### config.mk
export PLATFORM = sky130hd
export DESIGN_NAME = tt_io_bridge_flat
export DESIGN_NICKNAME = d
export VERILOG_FILES = /design/src/rtl/tt_io_bridge_if.sv /design/src/rtl/tt_io_bridge.sv /design/src/flat_wrapper.sv
export SDC_FILE = /design/constraint.sdc
export NUM_CORES = 1
export LEC_CHECK = 0
export CORE_MARGIN = 4
export CORE_UTILIZATION = 35
export CTS_BUF_LIST = sky130_fd_sc_hd__clkbuf_8
export CTS_CLUSTER_DIAMETER = 120
export CTS_CLUSTER_SIZE = 20
export DETAILED_ROUTE_END_ITERATION = 10
export SLEW_MARGIN = 30
export SYNTH_ARGS = -nofsm -noshare
export SYNTH_HDL_FRONTEND = slang
export SYNTH_SLANG_ARGS = --single-unit
### constraint.sdc
create_clock -name clk -period 1.3 [get_ports clk]
set_clock_uncertainty 0.15 [all_clocks]
set_input_delay 0.195 -clock clk [delete_from_list [all_inputs] [get_ports clk]]
set_output_delay 0.195 -clock clk [all_outputs]
set_load 0.02 [all_outputs]
### src/rtl/tt_io_bridge_if.sv
// Pad-side signal bundle between the Tiny Tapeout wrapper/fpga_top and tt_io_bridge.
// master drives the raw pins and LED/PWM controls; slave is the bridge itself.
interface tt_io_bridge_if #(
  parameter int unsigned NUM_IRQ  = 2,
  parameter int unsigned LED_CH   = 6,
  parameter int unsigned PWM_BITS = 4
);
  logic                rx_pin;
  logic                rx_sync;
  logic [NUM_IRQ-1:0]  irq_pin;
  logic [NUM_IRQ-1:0]  irq_edge_mode;
  logic [NUM_IRQ-1:0]  irq_ack;
  logic [NUM_IRQ-1:0]  irq_out;
  logic [LED_CH-1:0]   led_in;
  logic                pwm_en;
  logic [PWM_BITS-1:0] pwm_duty;
  logic [LED_CH-1:0]   led_out;

  modport master (
    output rx_pin, irq_pin, irq_edge_mode, irq_ack, led_in, pwm_en, pwm_duty,
    input  rx_sync, irq_out, led_out
  );

  modport slave (
    input  rx_pin, irq_pin, irq_edge_mode, irq_ack, led_in, pwm_en, pwm_duty,
    output rx_sync, irq_out, led_out
  );
endinterface

### src/rtl/tt_io_bridge.sv
// Pin conditioning: rx synchroniser, per-channel irq sync/debounce with edge or level
// reporting, and a global PWM dimmer on the LED outputs.
module tt_io_bridge #(
  parameter int unsigned NUM_IRQ     = 2,
  parameter int unsigned SYNC_STAGES = 2,
  parameter int unsigned DEB_CYCLES  = 4,
  parameter int unsigned LED_CH      = 6,
  parameter int unsigned PWM_BITS    = 4
) (
  input logic          clk,
  input logic          rst_n,
  tt_io_bridge_if.slave io
);

  localparam int unsigned CntW = $clog2(DEB_CYCLES + 1);
  localparam logic [CntW-1:0] DebMax = CntW'(DEB_CYCLES - 1);
  localparam logic [PWM_BITS-1:0] PwmMax = '1;

  // rx synchroniser resets to 1 so the UART sees an idle line.
  logic [SYNC_STAGES-1:0] rx_q;

  always_ff @(posedge clk or negedge rst_n) begin
    if (!rst_n) begin
      rx_q <= '1;
    end else begin
      rx_q <= {rx_q[SYNC_STAGES-2:0], io.rx_pin};
    end
  end

  assign io.rx_sync = rx_q[SYNC_STAGES-1];

  logic [NUM_IRQ-1:0] irq_out;

  for (genvar i = 0; i < NUM_IRQ; i++) begin : g_irq
    logic [SYNC_STAGES-1:0] sync_q;
    logic [CntW-1:0]        cnt_q, cnt_d;
    logic                   lvl_q, lvl_d;
    logic                   pend_q, pend_d;
    logic                   s;

    assign s = sync_q[SYNC_STAGES-1];

    always_comb begin
      cnt_d  = cnt_q;
      lvl_d  = lvl_q;
      pend_d = pend_q;
      if (s == lvl_q) begin
        cnt_d = '0;
      end else if (cnt_q == DebMax) begin
        lvl_d = s;
        cnt_d = '0;
      end else begin
        cnt_d = cnt_q + CntW'(1);
      end
      // A new debounced rise outranks a simultaneous ack so no event is lost.
      if (!io.irq_edge_mode[i]) begin
        pend_d = 1'b0;
      end else if (lvl_d && !lvl_q) begin
        pend_d = 1'b1;
      end else if (io.irq_ack[i]) begin
        pend_d = 1'b0;
      end
    end

    always_ff @(posedge clk or negedge rst_n) begin
      if (!rst_n) begin
        sync_q <= '0;
        cnt_q  <= '0;
        lvl_q  <= 1'b0;
        pend_q <= 1'b0;
      end else begin
        sync_q <= {sync_q[SYNC_STAGES-2:0], io.irq_pin[i]};
        cnt_q  <= cnt_d;
        lvl_q  <= lvl_d;
        pend_q <= pend_d;
      end
    end

    assign irq_out[i] = io.irq_edge_mode[i] ? pend_q : lvl_q;
  end

  assign io.irq_out = irq_out;

  // PWM: duty is sampled only at the end of a period so a period never glitches.
  logic [PWM_BITS-1:0] cnt_q, cnt_d;
  logic [PWM_BITS-1:0] duty_q, duty_d;
  logic [LED_CH-1:0]   led_q, led_d;
  logic                pwm_on;

  always_comb begin
    pwm_on = (duty_q == PwmMax) || (cnt_q < duty_q);
    cnt_d  = cnt_q + PWM_BITS'(1);
    duty_d = (cnt_q == PwmMax) ? io.pwm_duty : duty_q;
    led_d  = io.pwm_en ? (io.led_in & {LED_CH{pwm_on}}) : io.led_in;
  end

  always_ff @(posedge clk or negedge rst_n) begin
    if (!rst_n) begin
      cnt_q  <= '0;
      duty_q <= '0;
      led_q  <= '0;
    end else begin
      cnt_q  <= cnt_d;
      duty_q <= duty_d;
      led_q  <= led_d;
    end
  end

  assign io.led_out = led_q;

endmodule

### src/flat_wrapper.sv
// flat-port wrapper written by rule: the top's interface ports become plain ports
module tt_io_bridge_flat 
#(
  parameter int unsigned NUM_IRQ     = 2,
  parameter int unsigned SYNC_STAGES = 2,
  parameter int unsigned DEB_CYCLES  = 4,
  parameter int unsigned LED_CH      = 6,
  parameter int unsigned PWM_BITS    = 4
)
  (clk, rst_n, io_rx_pin, io_irq_pin, io_irq_edge_mode, io_irq_ack, io_led_in, io_pwm_en, io_pwm_duty, io_rx_sync, io_irq_out, io_led_out);
  tt_io_bridge_if #(.NUM_IRQ(NUM_IRQ), .LED_CH(LED_CH), .PWM_BITS(PWM_BITS)) io_i ();
  input logic clk;
  input logic rst_n;
  input wire logic [$bits(io_i.rx_pin)-1:0] io_rx_pin;
  input wire logic [$bits(io_i.irq_pin)-1:0] io_irq_pin;
  input wire logic [$bits(io_i.irq_edge_mode)-1:0] io_irq_edge_mode;
  input wire logic [$bits(io_i.irq_ack)-1:0] io_irq_ack;
  input wire logic [$bits(io_i.led_in)-1:0] io_led_in;
  input wire logic [$bits(io_i.pwm_en)-1:0] io_pwm_en;
  input wire logic [$bits(io_i.pwm_duty)-1:0] io_pwm_duty;
  output wire logic [$bits(io_i.rx_sync)-1:0] io_rx_sync;
  output wire logic [$bits(io_i.irq_out)-1:0] io_irq_out;
  output wire logic [$bits(io_i.led_out)-1:0] io_led_out;
  assign io_i.rx_pin = io_rx_pin;
  assign io_i.irq_pin = io_irq_pin;
  assign io_i.irq_edge_mode = io_irq_edge_mode;
  assign io_i.irq_ack = io_irq_ack;
  assign io_i.led_in = io_led_in;
  assign io_i.pwm_en = io_pwm_en;
  assign io_i.pwm_duty = io_pwm_duty;
  assign io_rx_sync = io_i.rx_sync;
  assign io_irq_out = io_i.irq_out;
  assign io_led_out = io_i.led_out;
  tt_io_bridge #(.NUM_IRQ(NUM_IRQ), .SYNC_STAGES(SYNC_STAGES), .DEB_CYCLES(DEB_CYCLES), .LED_CH(LED_CH), .PWM_BITS(PWM_BITS)) u_core (.clk(clk), .rst_n(rst_n), .io(io_i));
endmodule
Word level (Yosys, flattened, before mapping)
Index checks and enable logic that the tools add are counted.
{ "word_totals": {"reg_bits": 30, "inputBits": 20, "output_inout_bits": 9, "word_cells": 47} }
{ "op_classes": {"addsub": 3, "magnitude_cmp": 1, "n_eq_ne": 8, "mux": 17, "bitwise": 1, "n_reduce_logical": 5} }
{ "op_table": {"columns": ["operator", "count"], "rows": [
  ["$mux W1", 12],
  ["$mux W3", 4],
  ["$eq A4 B4 Y1 const B", 2],
  ["$add A3 B1 Y3 const B", 2],
  ["$and A6 B6 Y6", 1],
  ["$eq A3 B2 Y1 const B", 2],
  ["$mux W6", 1],
  ["$ne A3 B1 Y1 const B", 2],
  ["$add A4 B1 Y4 const B", 1],
  ["$lt A4 B4 Y1", 1],
  ["$eq A1 B1 Y1", 2],
  ["$logic_and A1 B1 Y1", 2],
  ["$logic_not A1 Y1", 2],
  ["$logic_or A1 B1 Y1", 1]
]} }

Logic depth before layout (Yosys ltp)
Gate-level depths: netlist of the first run.
{ "logic_depth": {"word_depth": 6, "depth_mapped": 5, "depth_no_buf": 5} }

Least setup slack after synthesis of the first run
No wires, ideal clock.
{ "synth_path": {"kind": "flip-flop to flip-flop", "startpoint": "register u_core.cnt_q[2]", "endpoint": "register u_core.led_q[0] (netlist: u_core.io.led_out[0])", "setup_time_ns": 0.147, "arrival_time_ns": 1.060, "t_required_ns": 1.003, "slack_ns": -0.056, "path_stages_with_launch": 5, "n_path_buf": 0, "synth_period_minus_slack_ns": 1.356, "path_cell_list": "dfrtp_1 -> ha_1 -> o211ai_2 -> o21ai_2 -> a21boi_0"} }
{ "synth_via": {"elab_chain_len": 4} }
{ "synth_rtl": {"columns": ["element", "line", "text"], "rows": [
  ["from (decl)", "tt_io_bridge.sv:85", "logic [PWM_BITS-1:0] cnt_q, cnt_d;"],
  ["from (signal assigned)", "tt_io_bridge.sv:103", "cnt_q <= cnt_d;"],
  ["$lt A4 B4 Y1", "tt_io_bridge.sv:91", "pwm_on = (duty_q == PwmMax) || (cnt_q < duty_q);"],
  ["$logic_or A1 B1 Y1", "tt_io_bridge.sv:91", null],
  ["$and A6 B6 Y6", "tt_io_bridge.sv:94", "led_d = io.pwm_en ? (io.led_in & {LED_CH{pwm_on}}) : io.led_in;"],
  ["$mux W6", "tt_io_bridge.sv:94", null],
  ["named net u_core.led_d[0]", "tt_io_bridge.sv:87", "logic [LED_CH-1:0] led_q, led_d;"],
  ["to (signal assigned)", "tt_io_bridge.sv:105", "led_q <= led_d;"],
  ["to (decl)", "tt_io_bridge.sv:87", null]
]} }
The timed path passes the listed nets, and every way through them passes these cells.
A chain may end at the register's enable or synchronous reset.

Worst setup path after layout of the first run
{ "layout_path": {"startpoint": "register u_core.g_irq[0].lvl_q", "endpoint": "output io_irq_out[0]"} }
{ "layout_via": {"elab_chain_len": 1} }
{ "layout_rtl": {"columns": ["element", "line", "text"], "rows": [
  ["from (decl)", "tt_io_bridge.sv:37", "logic lvl_q, lvl_d;"],
  ["from (signal assigned)", "tt_io_bridge.sv:74", "lvl_q <= lvl_d;"],
  ["$mux W1", "tt_io_bridge.sv:79", "assign irq_out[i] = io.irq_edge_mode[i] ? pend_q : lvl_q;"],
  ["to (decl)", "flat_wrapper.sv:22", "output wire logic [$bits(io_i.irq_out)-1:0] io_irq_out;"]
]} }
Every way passes these cells.

==> flow_summary.yaml, run 1 <==
clock_network:
  h-tree-depth: 2
  cts_tree: "yes"
  cts_root_buf: "clkbuf_8"
  worstSkewPairLatency_ns: 0.28
  cts_buffers: 5
  cts_sinks: 30
  cts_buffer_depth: 2
  cts_hold_buf: 0
  clkTransAtPathRegs_ns: 0.06
run_status:
  violations: "setup timing"
  status: "complete, but fails checks"
worst_hold_path:
  hold_class: "in2reg"
  worstHoldPathCells: 2
logic_synthesis:
  ys_ff_latch: 30
  synthesis.nets: 107
  yosysSeqAreaShare: 0.637
  synthDistinctLibCells: 23
  syn_inst: 81
  avgSynthCellArea_um2: 14.6
  syn_area_mm2: 0.00118
  ys_warn_count: 0
timing:
  setup_viol_count_final: 12
  max_freq_ghz: 0.692
  rsz0062_at_grt: "yes"
  fin_crit_ns: 1.44
  worst_pin_slew_ns: 0.262
  slew-limit-headroom: 0.824
  period_share: 1.11
  setup_slack_ns: -0.144
  hold_viol_final: 0
  slew_viol_final: 0
global_route:
  track_usage: 0.124
  grt_pass1_wl_um: 3840
  grt-ovfl-total: 0
  antenna_found_initial: 0
  grt_max_degree: 31
  grt_pass1_vias: 830
layout:
  area_delta_synth_final_pct: 59.7
  final_common_cell: "dfrtp_1"
  final_cell_mix: "dfrtp_1 (28), clkdlybuf4s50_1 (17), buf_4 (13)"
  seqCellArea_um2: 753
  diodes: 0
  fillers: 283
  layout.nets: 157
  multi_input_area_um2: 572
  drive_gt1_frac: 0.424
  final_util: 0.599
die:
  io_pins: 29
  initial_core_util: 0.375
  die_w_um: 66.1
  die-height_um: 66.1
  dieArea_mm2: 0.00437
  core_area_mm2: 0.00315
  rows: 20
route:
  drt_first_pass_iters: 2
  via_per_inst: 4.53
  dr_total_vias: 798
  routedWlPerCell_um: 13.7
  wl_um: 2410
  drcViolationCount: 0
  drt_first_iter_violations: 35
  ant_nets: 0
worst_setup_path:
  r2r_start: "u_core.cnt_q[1]"
  reg2reg_to: "u_core.io.led_out[5]"
  crit_type: "reg2out"
  rrSetupSlack_ns: -0.11
  cp-end-kind: "primary output"
  worstPathRequired_ns: 0.95
  worstSetupEndpoint: "io_irq_out[0]"
  critPathLaunchType: "flip-flop"
  crit_fanout: 4
  arrival_ns: 1.10
  critical_path.startpoint: "u_core.g_irq[0].lvl_q"
  reg2reg_depth: 4
placed_design:
  globalplace.congestion: 0.710
  port_buffers: 28
  hpwl_um: 1670
job:
  cap_violations: 0
power_and_ir_drop:
  peakVddDrop_mv: 0.674
  finalPower_mw: 2.53
  power_density_mw_per_mm2: 1340
  power.leakage_nw: 0.858
-- where the power goes --
group	internal [mW]	leakage [nW]	switching, mW
sequential	1.05	0.368	0.0745
clock	0.414	0.0538	0.312
combinational	0.424	0.437	0.254
-- kinds of logic after synthesis --
| logic type | synth area share |
|---|---|
| AO/OA/AOI/OAI | 0.0804 |
| flip-flops | 0.637 |
| adder cells (fa/ha/maj) | 0.0635 |
| buffers and inverters | 0.0159 |
| XOR/XNOR | 0.0296 |
| multiplexers | 0.0762 |
| AND/OR/NAND/NOR | 0.0974 |
-- area by class of cell --
| class | count | share of cell area |
|---|---|---|
| Sequential cell | 30 | 0.399 |
| Inverter | 5 | 0.00994 |
| Clock buffer | 6 | 0.0437 |
| Timing Repair Buffer | 43 | 0.211 |
| Tap cell | 44 | 0.0292 |
| Clock inverter | 2 | 0.00398 |
| Multi-Input combinational cell | 46 | 0.303 |
-- critical path: stages, from the launching register on --
cell and delay [ns]:
dfrtp_1 0.41, mux2_2 0.28, buf_6 0.13
-- cell usage after synthesis --
cell      instances  area [um^2]
o21a_1            1         7.51
o211ai_2          1         12.5
a21boi_0          7         52.6
nand3b_1          1         7.51
nor3_1            2         10.0
mux2_1            4         45.0
a41oi_1           1         8.76
dfstp_2           2         52.6
nand2b_1          2         12.5
a21oi_1           1         5.00
xor2_1            1         8.76
nand3_2           1         10.0
nand3_1           1         5.00
inv_1             5         18.8
dfrtp_1          28          701
xnor2_1           3         26.3
nor3b_1           4         30.0
nor3b_2           1         12.5
mux2_2            4         45.0
nor2b_2           1         8.76
nor2b_1           3         18.8
ha_1              6         75.1
o21ai_2           1         8.76
-- metal layers --
layer,GRT usage,part of all wire
met4,0.0381,0.0083
met3,0.0748,0.073
met2,0.204,0.53
met1,0.130,0.39
met5,0,0
-- how the worst min path moves through the flow --
| stage | from | end |
|---|---|---|
| finish | io_irq_edge_mode[0] | u_core.g_irq[0].pend_q |
| global route | io_irq_edge_mode[0] | u_core.g_irq[0].pend_q |
| CTS | rst_n | u_core.g_irq[0].cnt_q[1] |
| detailed placement | u_core.g_irq[1].sync_q[0] | u_core.g_irq[1].sync_q[1] |
| global placement | u_core.g_irq[1].sync_q[0] | u_core.g_irq[1].sync_q[1] |
| floorplan | rst_n | u_core.cnt_q[0] |
-- timing repair --
item | 4_1_cts | 5_1_grt
pin swaps | 11 | 11
setup buffers | 5 | 3
endpoints found under the setup margin | 21 | 25
resized for setup | 49 | 21
-- sequential cells by signal, indices dropped and copies added (netlist names) --
| register | count |
|---|---|
| u_core.g_irq.sync_q | 4 |
| u_core.g_irq.pend_q | 2 |
| u_core.rx_q | 2 |
| u_core.io.led_out | 6 |
| u_core.g_irq.cnt_q | 6 |
| u_core.g_irq.lvl_q | 2 |
| u_core.cnt_q | 4 |
| u_core.duty_q | 4 |
-- per-stage QoR --
step / instances / hold WS [ns] / TNS, ns / setup slack (ns) / instance area [um^2]
after floorplan: 81 / -0.251 / -0.195 / -0.0325 / 1180
after global placement: 164 / 0.183 / -2.18 / -0.582 / 1620
after detailed placement: 164 / 0.187 / -2.52 / -0.610 / 1620
after CTS: 176 / 0.120 / -1.20 / -0.226 / 1830
after global routing: 176 / 0.0847 / -1.69 / -0.182 / 1890
final: 176 / 0.0884 / -1.13 / -0.144 / 1890
(Power assumes the default switching activity.)
==> inputs of run 2 (changes only) <==
CAP_MARGIN = 20   (was unset)
==> results of run 2 <==
The final DEF is identical to that of run 1; final timing and power are the same.
